===== src/rtl/ahb_pkg.sv =====
// Shared AHB-Lite encodings and small helpers for the command master.
package ahb_pkg;

    localparam logic [1:0] HTRANS_IDLE   = 2'b00;
    localparam logic [1:0] HTRANS_BUSY   = 2'b01;
    localparam logic [1:0] HTRANS_NONSEQ = 2'b10;
    localparam logic [1:0] HTRANS_SEQ    = 2'b11;

    localparam logic [2:0] HSIZE_BYTE = 3'b000;
    localparam logic [2:0] HSIZE_HALF = 3'b001;
    localparam logic [2:0] HSIZE_WORD = 3'b010;

    localparam logic [2:0] HBURST_SINGLE   = 3'b000;
    localparam logic [3:0] HPROT_DATA_PRIV = 4'b0011;

    localparam logic HRESP_OKAY  = 1'b0;
    localparam logic HRESP_ERROR = 1'b1;

    // Response payload carried through the response FIFO (33 bits).
    typedef struct packed {
        logic        error;
        logic [31:0] rdata;
    } rsp_t;

    // Bus error state: ERR_ACTIVE covers the second cycle of a two-cycle ERROR.
    typedef enum logic {
        ERR_CLEAR  = 1'b0,
        ERR_ACTIVE = 1'b1
    } err_state_t;

    // A command is rejected locally when its size is wider than a word or the
    // address is not aligned to the transfer size.
    function automatic logic size_reject(input logic [2:0] size, input logic [1:0] addr_lo);
        logic bad;
        case (size)
            HSIZE_BYTE: bad = 1'b0;
            HSIZE_HALF: bad = addr_lo[0];
            HSIZE_WORD: bad = (addr_lo != 2'b00);
            default:    bad = 1'b1;
        endcase
        return bad;
    endfunction

endpackage


===== src/rtl/ahb_master_rsp_fifo.sv =====
// Synchronous response FIFO; the head entry is read straight from the
// registered storage so the response port carries no combinational path.
module ahb_master_rsp_fifo
    import ahb_pkg::*;
#(
    parameter int DEPTH = 2,
    parameter int WIDTH = 33,
    localparam int CW = $clog2(DEPTH + 1),
    localparam int PW = (DEPTH > 1) ? $clog2(DEPTH) : 1
) (
    input  logic             clk,
    input  logic             rst,
    input  logic             push,
    input  logic [WIDTH-1:0] push_data,
    input  logic             pop,
    output logic [WIDTH-1:0] head,
    output logic [CW-1:0]    count,
    output logic             full,
    output logic             empty
);

    logic [WIDTH-1:0] mem [DEPTH];
    logic [PW-1:0]    wr_ptr;
    logic [PW-1:0]    rd_ptr;
    logic             do_pop;

    function automatic logic [PW-1:0] ptr_inc(input logic [PW-1:0] p);
        return (p == PW'(DEPTH - 1)) ? '0 : p + PW'(1);
    endfunction

    assign do_pop = pop & ~empty;
    assign full   = (count == CW'(DEPTH));
    assign empty  = (count == '0);
    assign head   = mem[rd_ptr];

    // Pointers and occupancy; a simultaneous push and pop leaves count unchanged.
    always_ff @(posedge clk) begin
        if (rst) begin
            wr_ptr <= '0;
            rd_ptr <= '0;
            count  <= '0;
        end else begin
            if (push) begin
                assert (!full);
                wr_ptr <= ptr_inc(wr_ptr);
            end
            if (do_pop) begin
                rd_ptr <= ptr_inc(rd_ptr);
            end
            if (push && !do_pop) begin
                count <= count + CW'(1);
            end else if (!push && do_pop) begin
                count <= count - CW'(1);
            end
        end
    end

    // Storage write; contents need no reset because empty gates the head.
    always_ff @(posedge clk) begin
        if (push) begin
            mem[wr_ptr] <= push_data;
        end
    end

endmodule


===== src/rtl/ahb_lite_cmd_master.sv =====
// AHB-Lite initiator: single-transfer commands in, NONSEQ/SINGLE transfers on
// the bus, in-order responses out through a small response FIFO.
//
// Handshakes (command and response ports): a beat transfers on a rising edge
// where VALID and READY are both high; VALID, once raised, is held with stable
// payload until it transfers; READY never depends combinationally on VALID.
module ahb_lite_cmd_master
    import ahb_pkg::*;
#(
    parameter int AWIDTH    = 10,
    parameter int RSP_DEPTH = 2
) (
    input  logic              HCLK,
    input  logic              HRESET,
    input  logic              CMD_VALID,
    output logic              CMD_READY,
    input  logic              CMD_WRITE,
    input  logic [AWIDTH-1:0] CMD_ADDR,
    input  logic [2:0]        CMD_SIZE,
    input  logic [31:0]       CMD_WDATA,
    output logic              RSP_VALID,
    input  logic              RSP_READY,
    output logic [31:0]       RSP_RDATA,
    output logic              RSP_ERROR,
    output logic [AWIDTH-1:0] HADDR,
    output logic [1:0]        HTRANS,
    output logic              HWRITE,
    output logic [2:0]        HSIZE,
    output logic [2:0]        HBURST,
    output logic [3:0]        HPROT,
    output logic              HMASTLOCK,
    output logic [31:0]       HWDATA,
    input  logic [31:0]       HRDATA,
    input  logic              HREADY,
    input  logic              HRESP
);

    localparam int CW = $clog2(RSP_DEPTH + 1);

    // Address-phase register A
    logic              a_valid;
    logic              a_write;
    logic              a_reject;
    logic [AWIDTH-1:0] a_addr;
    logic [2:0]        a_size;
    logic [31:0]       a_wdata;

    // Data-phase register D
    logic              d_valid;
    logic              d_write;
    logic              d_reject;
    logic [31:0]       d_wdata;

    err_state_t        err_q;
    err_state_t        err_d;

    logic              cmd_accept;
    logic              cmd_reject;
    logic              complete;
    logic              credit_ok;
    logic [31:0]       outstanding;
    rsp_t              push_rsp;
    rsp_t              head_rsp;
    logic [CW-1:0]     fifo_count;
    logic              fifo_full;
    logic              fifo_empty;

    // Every accepted command owns a FIFO slot until its response is popped,
    // so the FIFO can never be pushed while full.
    assign outstanding = 32'(fifo_count) + 32'(a_valid) + 32'(d_valid);
    assign credit_ok   = (outstanding < 32'(RSP_DEPTH));
    assign CMD_READY   = ~HRESET & (err_q == ERR_CLEAR) & (~a_valid | HREADY) & credit_ok;
    assign cmd_accept  = CMD_VALID & CMD_READY;
    assign cmd_reject  = size_reject(CMD_SIZE, CMD_ADDR[1:0]);

    assign complete       = d_valid & HREADY;
    assign push_rsp.error = (HRESP == HRESP_ERROR) | d_reject;
    assign push_rsp.rdata = (d_write | push_rsp.error) ? 32'h0 : HRDATA;

    // Rejected entries and the cancelled cycle of an ERROR show IDLE on the bus.
    assign HTRANS    = (a_valid && !a_reject && err_q == ERR_CLEAR) ? HTRANS_NONSEQ : HTRANS_IDLE;
    assign HADDR     = a_addr;
    assign HWRITE    = a_write;
    assign HSIZE     = a_size;
    assign HWDATA    = d_wdata;
    assign HBURST    = HBURST_SINGLE;
    assign HPROT     = HPROT_DATA_PRIV;
    assign HMASTLOCK = 1'b0;

    assign RSP_VALID = ~fifo_empty;
    assign RSP_RDATA = head_rsp.rdata;
    assign RSP_ERROR = head_rsp.error;

    // Error state register
    always_ff @(posedge HCLK) begin
        if (HRESET) begin
            err_q <= ERR_CLEAR;
        end else begin
            err_q <= err_d;
        end
    end

    // Error next-state: first ERROR cycle arms it, the completing cycle clears it
    always_comb begin
        err_d = err_q;
        case (err_q)
            ERR_CLEAR:  if (d_valid && !HREADY && HRESP == HRESP_ERROR) err_d = ERR_ACTIVE;
            ERR_ACTIVE: if (HREADY) err_d = ERR_CLEAR;
            default:    err_d = ERR_CLEAR;
        endcase
    end

    // Address/data pipeline; A is kept across an ERROR so it reissues unchanged
    always_ff @(posedge HCLK) begin
        if (HRESET) begin
            a_valid  <= 1'b0;
            a_write  <= 1'b0;
            a_reject <= 1'b0;
            a_addr   <= '0;
            a_size   <= '0;
            a_wdata  <= '0;
            d_valid  <= 1'b0;
            d_write  <= 1'b0;
            d_reject <= 1'b0;
            d_wdata  <= '0;
        end else if (HREADY) begin
            if (err_q == ERR_ACTIVE) begin
                d_valid <= 1'b0;
            end else begin
                d_valid  <= a_valid;
                d_write  <= a_write;
                d_reject <= a_reject;
                d_wdata  <= a_wdata;
                a_valid  <= cmd_accept;
                if (cmd_accept) begin
                    a_write  <= CMD_WRITE;
                    a_reject <= cmd_reject;
                    a_addr   <= CMD_ADDR;
                    a_size   <= CMD_SIZE;
                    a_wdata  <= CMD_WDATA;
                end
            end
        end else if (cmd_accept) begin
            // Only reachable with A empty: fill it while the data phase waits.
            a_valid  <= 1'b1;
            a_write  <= CMD_WRITE;
            a_reject <= cmd_reject;
            a_addr   <= CMD_ADDR;
            a_size   <= CMD_SIZE;
            a_wdata  <= CMD_WDATA;
        end
    end

    ahb_master_rsp_fifo #(
        .DEPTH (RSP_DEPTH),
        .WIDTH ($bits(rsp_t))
    ) u_rsp_fifo (
        .clk       (HCLK),
        .rst       (HRESET),
        .push      (complete),
        .push_data (push_rsp),
        .pop       (RSP_READY),
        .head      (head_rsp),
        .count     (fifo_count),
        .full      (fifo_full),
        .empty     (fifo_empty)
    );

endmodule


===== config.mk =====
export PLATFORM = sky130hd
export DESIGN_NAME = ahb_lite_cmd_master
export DESIGN_NICKNAME = d
export VERILOG_FILES = /design/src/rtl/ahb_pkg.sv /design/src/rtl/ahb_master_rsp_fifo.sv /design/src/rtl/ahb_lite_cmd_master.sv
export SDC_FILE = /design/constraint.sdc
export NUM_CORES = 1
export LEC_CHECK = 0
export ABC_AREA = 1
export CAP_MARGIN = 10
export CORE_ASPECT_RATIO = 1.4
export CORE_MARGIN = 4
export CORE_UTILIZATION = 48
export CTS_CLUSTER_SIZE = 12
export DETAILED_ROUTE_END_ITERATION = 10
export PLACE_DENSITY_LB_ADDON = 0.2
export SLEW_MARGIN = 15
export SYNTH_ARGS = -nofsm -noshare
export SYNTH_HDL_FRONTEND = slang
export SYNTH_HIERARCHICAL = 1
export SYNTH_SLANG_ARGS = --single-unit

===== constraint.sdc =====
create_clock -name HCLK -period 2.8 [get_ports HCLK]
set_input_delay 0.56 -clock HCLK [delete_from_list [all_inputs] [get_ports HCLK]]
set_output_delay 0.56 -clock HCLK [all_outputs]
set_load 0.01 [all_outputs]

Word level (Yosys, flattened, before mapping) --
Memories as Yosys holds them, arrays and structs flattened. A register that Yosys moved wholly into a read port is not among the register bits. Cells that the tools add are included.
Word-level totals: flip-flop bits (word level) 88, bits in latches 0, RAM bits 66, ROM bits 0, bits of input ports 84, output and inout bits 91, memories 1
Operators by class: add/sub/neg operators 6, multiply operators 0, div/mod/pow operators 0, $lt $le $gt $ge 1, eq/ne operators 3, shift-type cells 0, multiplexer cells 33, bitwise gates (word level) 13, reductions and logical operators 17
Memories:
- u_rsp_fifo.mem | depth 2, bits a word 33, rd ports 1, clocked after memory_dff 1, write ports 1, RTL line ahb_master_rsp_fifo.sv:22 | logic [WIDTH-1:0] mem [DEPTH];
Operators with widths (number):
- two-way mux 32 bit | 4
- two-way mux 10 bit | 3
- two-way mux 1 bit | 18
- two-way mux 3 bit | 3
- AND 1 bit | 6
- logical AND 1 bit | 6
- two-way mux 2 bit | 3
- nonzero test 2 bit | 3
- adder 3 x 1 -> 4 bit | 1
- zero test 1 bit | 4
- less-than comparator 4 x 2 -> 1 bit (second input constant) | 1
- NOT 1 bit | 4
- AND reduction 2 bit | 2
- adder 2 x 1 -> 3 bit | 1
- == test 3 x 1 -> 1 bit (second input constant) | 1
- == test 3 x 2 -> 1 bit (second input constant) | 1
- zero test 3 bit | 1
- OR 1 bit | 3
- one-hot mux 1 bit (3 select lines) | 1
- adder 1 bit (second input constant) | 2
- adder 2 x 1 -> 2 bit (second input constant) | 1
- zero test 2 bit | 1
- != test 2 bit (second input constant) | 1
- one-hot mux 1 bit (2 select lines) | 1
- subtractor 2 x 1 -> 2 bit (second input constant) | 1

Logic depth before layout (Yosys ltp) --
word-level depth 8, mapped depth 10

Cells and area by module --
Netlist, hierarchy kept.
Modules (own cells, without submodules):
- ahb_lite_cmd_master | instances 1, cells each 527, area an instance 3560.9 µm², sequential area each 1681.6 µm²
- ahb_master_rsp_fifo | instances 1, cells each 138, area an instance 2771.4 µm², sequential area each 2082.0 µm²

Least setup slack after synthesis --
Ideal clock, no wire load.
kind input-to-reg, start point input port HREADY, end point memory u_rsp_fifo.mem[0][0] (enable), arrival 2.143 ns, data required time 2.376 ns, path slack 0.233 ns, stages 4, path buffers 0, cell sequence nand2_1 > inv_1 > inv_1 > nor2_1
On the way: word-level cells in the longest chain between the ends 3
RTL lines:
- start: declaration | RTL line ahb_lite_cmd_master.sv:34 | input logic HREADY,
- AND 1 bit | RTL line ahb_lite_cmd_master.sv:76 | assign complete = d_valid & HREADY;
- net complete | RTL line ahb_lite_cmd_master.sv:59 | logic complete;
- two-way mux 1 bit | RTL line ahb_master_rsp_fifo.sv:60 | if (push) begin
- two-way mux 1 bit (implied by the code) | RTL line ahb_master_rsp_fifo.sv:61 | mem[wr_ptr] <= push_data;
- end: declaration | RTL line ahb_master_rsp_fifo.sv:22
The timed path passes the listed nets, and every way through them passes these cells.

Worst setup path after layout --
start point input port HRESET, end point output port CMD_READY
On the way: word-level cells in the longest chain between the ends 4
RTL lines:
- start: declaration | RTL line ahb_lite_cmd_master.sv:14 | input logic HRESET,
- NOT 1 bit | RTL line ahb_lite_cmd_master.sv:72 | assign CMD_READY = ~HRESET & (err_q == ERR_CLEAR) & (~a_valid | HREADY) & credit_ok;
- AND 1 bit (3 in a row) | RTL line ahb_lite_cmd_master.sv:72
- end: declaration | RTL line ahb_lite_cmd_master.sv:16 | output logic CMD_READY,
Every way passes these cells.

==> metrics.txt <==
register-to-register setup slack=1170 ps; H-tree levels=4; min-delay worst type=reg2reg; sw power=1.37 mW; Mapped Cells=664; ANT nets after route=0; Synthesis Warnings=6; DRC=0; power per cell area=661 mW/mm2; layout cells sized above 1=9.13%; postcts setup bufs=0; CTS tree=done; Cell Chain, Critical Path=clkdlybuf4s50_1 > inv_2 > nand2_1 > nor2_2 > and2_1 > clkdlybuf4s50_1; RSZ-0062 raised after global routing=no; clock skew=7.66 ps; Worst Setup Path Type=in2out; Sw Share=24.3%; antenna violations before repair=0; CP dominant cell by count=clkdlybuf4s50_1; ant diodes=0; P&R area growth vs syn=35.2%; Reg clk slew, reported paths=60 ps; die height=144 um; Initial Util=49.2%; Die Span X=105 um; worst r2r path cells=9; syn avg cell area=9.53 um2; Hold Path Origin=a_wdata[29]; fin crit period=2570 ps; Crit path required time=2240 ps; relative slew slack=48.9%; vias per cell=4.67; data arrival time of the critical path=2010 ps; Final Hold Violating Endpoints=0; CTS Buffer Depth=2; Root Buffer=clkbuf_16; Final Util=66.5%; DRT iter0 DRCs=186; final non-filler cell total=985; CP max FO=4; P_int=4.28 mW; First-pass DRT Iterations=4; max-slew violations=0; final RePlAce weighted congestion=0.771; Post-CTS Resized=0; Inst Count DP=953; Synth Cell Area=0.00633 mm2; Setup crit end kind=output pin; drt total wl=12.8 mm; Crit path max-delay family=buffers and inverters; crit path from=HRESET; Routed wire per std cell=13.0 um; Total GRT Usage=17.1%; Max rail drop VDD=0.000371 V; Reg2Reg Launch Point=u_rsp_fifo/count[0]; io pins=175; CTS Hold Bufs=0; die area=0.0151 mm2; Port Buffers=165; final worst-path cycle share=91.7%; combinational power share=16.2%; largest net degree at the start of global routing=95; Clock Power Share=38.7%; status=completed; Critical Path Sink=CMD_READY; Worst path slowest cell=clkdlybuf4s50_1; num rows=49; endpoint of the worst register-to-register path=a_wdata[18]; worst slew pin tran=766 ps; grt ovf=0; number of global-route vias before repair=4,530; Flop pwr share=45.1%; TritonCTS Buffers=17; Layout fillers=1,029; f_max=0.390 GHz; global-route wire length before repair=21.1 mm; Setup-failing EPs final=0; Critical Path Source Type=primary input; Final #Nets=905; Fin Setup TNS=0 ps; Max Cap Viol=0; CTS sink cnt=155; Core Region=0.0129 mm2; CP bufs+invs=3; detailed-route via count=4,600; CP peak stage delay=530 ps; stages on the worst setup path=6; static leakage=3.73 nW; Final HPWL DP=8.63 mm; Clock Latency Late Sink=410 ps
==> per-layer routing <==
layer  GRT usage, %  routed length, um
met5              0                  0
met4           5.04                124
met3           6.56                927
met2           29.2               6450
met1           20.2               5340
==> sequential cells by signal, indices dropped and copies added, names as in the netlist, named ones only <==
signal	flops
HADDR	10
HSIZE	3
HWDATA	32
HWRITE	1
a_reject	1
a_valid	1
a_wdata	32
d_reject	1
d_valid	1
d_write	1
err_q	1
u_rsp_fifo/count	2
u_rsp_fifo/mem	66
u_rsp_fifo/rd_ptr	1
u_rsp_fifo/wr_ptr	1
==> worst min-delay path, cell delays in order (launching register included) <==
cell     delay, ps
dfxtp_1        300
inv_1           60
a21oi_1         50
==> metrics by stage <==
stage	instance area (um2)	hold slack, ps	setup slack (ps)	power (mW)
floorplan	6350	429	233	3.14
global route	8560	474	127	5.93
global placement	7980	436	257	3.49
finish	8560	451	234	5.65
CTS	8560	455	215	5.72
detailed placement	7980	442	232	3.52
==> cell usage in the layout, fill, tap and decap left out <==
| cell type | n |
|---|---|
| o21ai_1 | 1 |
| bufinv_16 | 1 |
| dfxtp_1 | 88 |
| nor2_4 | 1 |
| clkinv_2 | 2 |
| mux2_2 | 3 |
| inv_1 | 98 |
| buf_4 | 4 |
| and2_1 | 2 |
| nand2_1 | 109 |
| o21ai_0 | 39 |
| inv_2 | 2 |
| clkinv_4 | 1 |
| edfxtp_1 | 66 |
| a21oi_1 | 38 |
| clkinv_1 | 1 |
| nor3_1 | 1 |
| buf_12 | 3 |
| dfxtp_2 | 1 |
| conb_1 | 9 |
| or2_1 | 2 |
| clkbuf_16 | 18 |
| mux2_4 | 30 |
| clkbuf_8 | 1 |
| nor2_2 | 1 |
| nand3_2 | 1 |
| nand4_1 | 2 |
| clkdlybuf4s50_1 | 165 |
| inv_6 | 4 |
| nand3_1 | 2 |
| inv_4 | 3 |
| ha_1 | 2 |
| nor2_1 | 131 |
==> power groups by stage <==
| stage | logic [mW] | registers [mW] | clock network (mW) |
|---|---|---|---|
| 2_1_floorplan | 0.529 | 2.61 | 0 |
| 3_3_place_gp | 0.901 | 2.59 | 0 |
| 3_5_place_dp | 0.921 | 2.60 | 0 |
| 4_1_cts | 0.927 | 2.55 | 2.25 |
| 5_1_grt | 1.01 | 2.56 | 2.35 |
| 6_report | 0.916 | 2.55 | 2.19 |
==> how the worst min path moves through the flow <==
stage | end | slack (ps) | cells after the start
final | HWDATA[29] | 450 | 2
after global routing | HWDATA[14] | 470 | 2
after CTS | HWDATA[26] | 450 | 2
after detailed placement | HWDATA[16] | 440 | 2
after global placement | HWDATA[7] | 440 | 2
after floorplan | HWDATA[19] | 430 | 2
==> final cells by class <==
cell class	count	area (um2)	share of cell area, %
clock buffer	19	464	5.42
clock inverter	13	110	1.29
tap	153	191	2.24
timing repair buffer	172	1740	20.4
inverter	99	372	4.34
sequential	155	3760	44.0
multi-input combinational	374	1910	22.4
(Power assumes the default switching activity.)
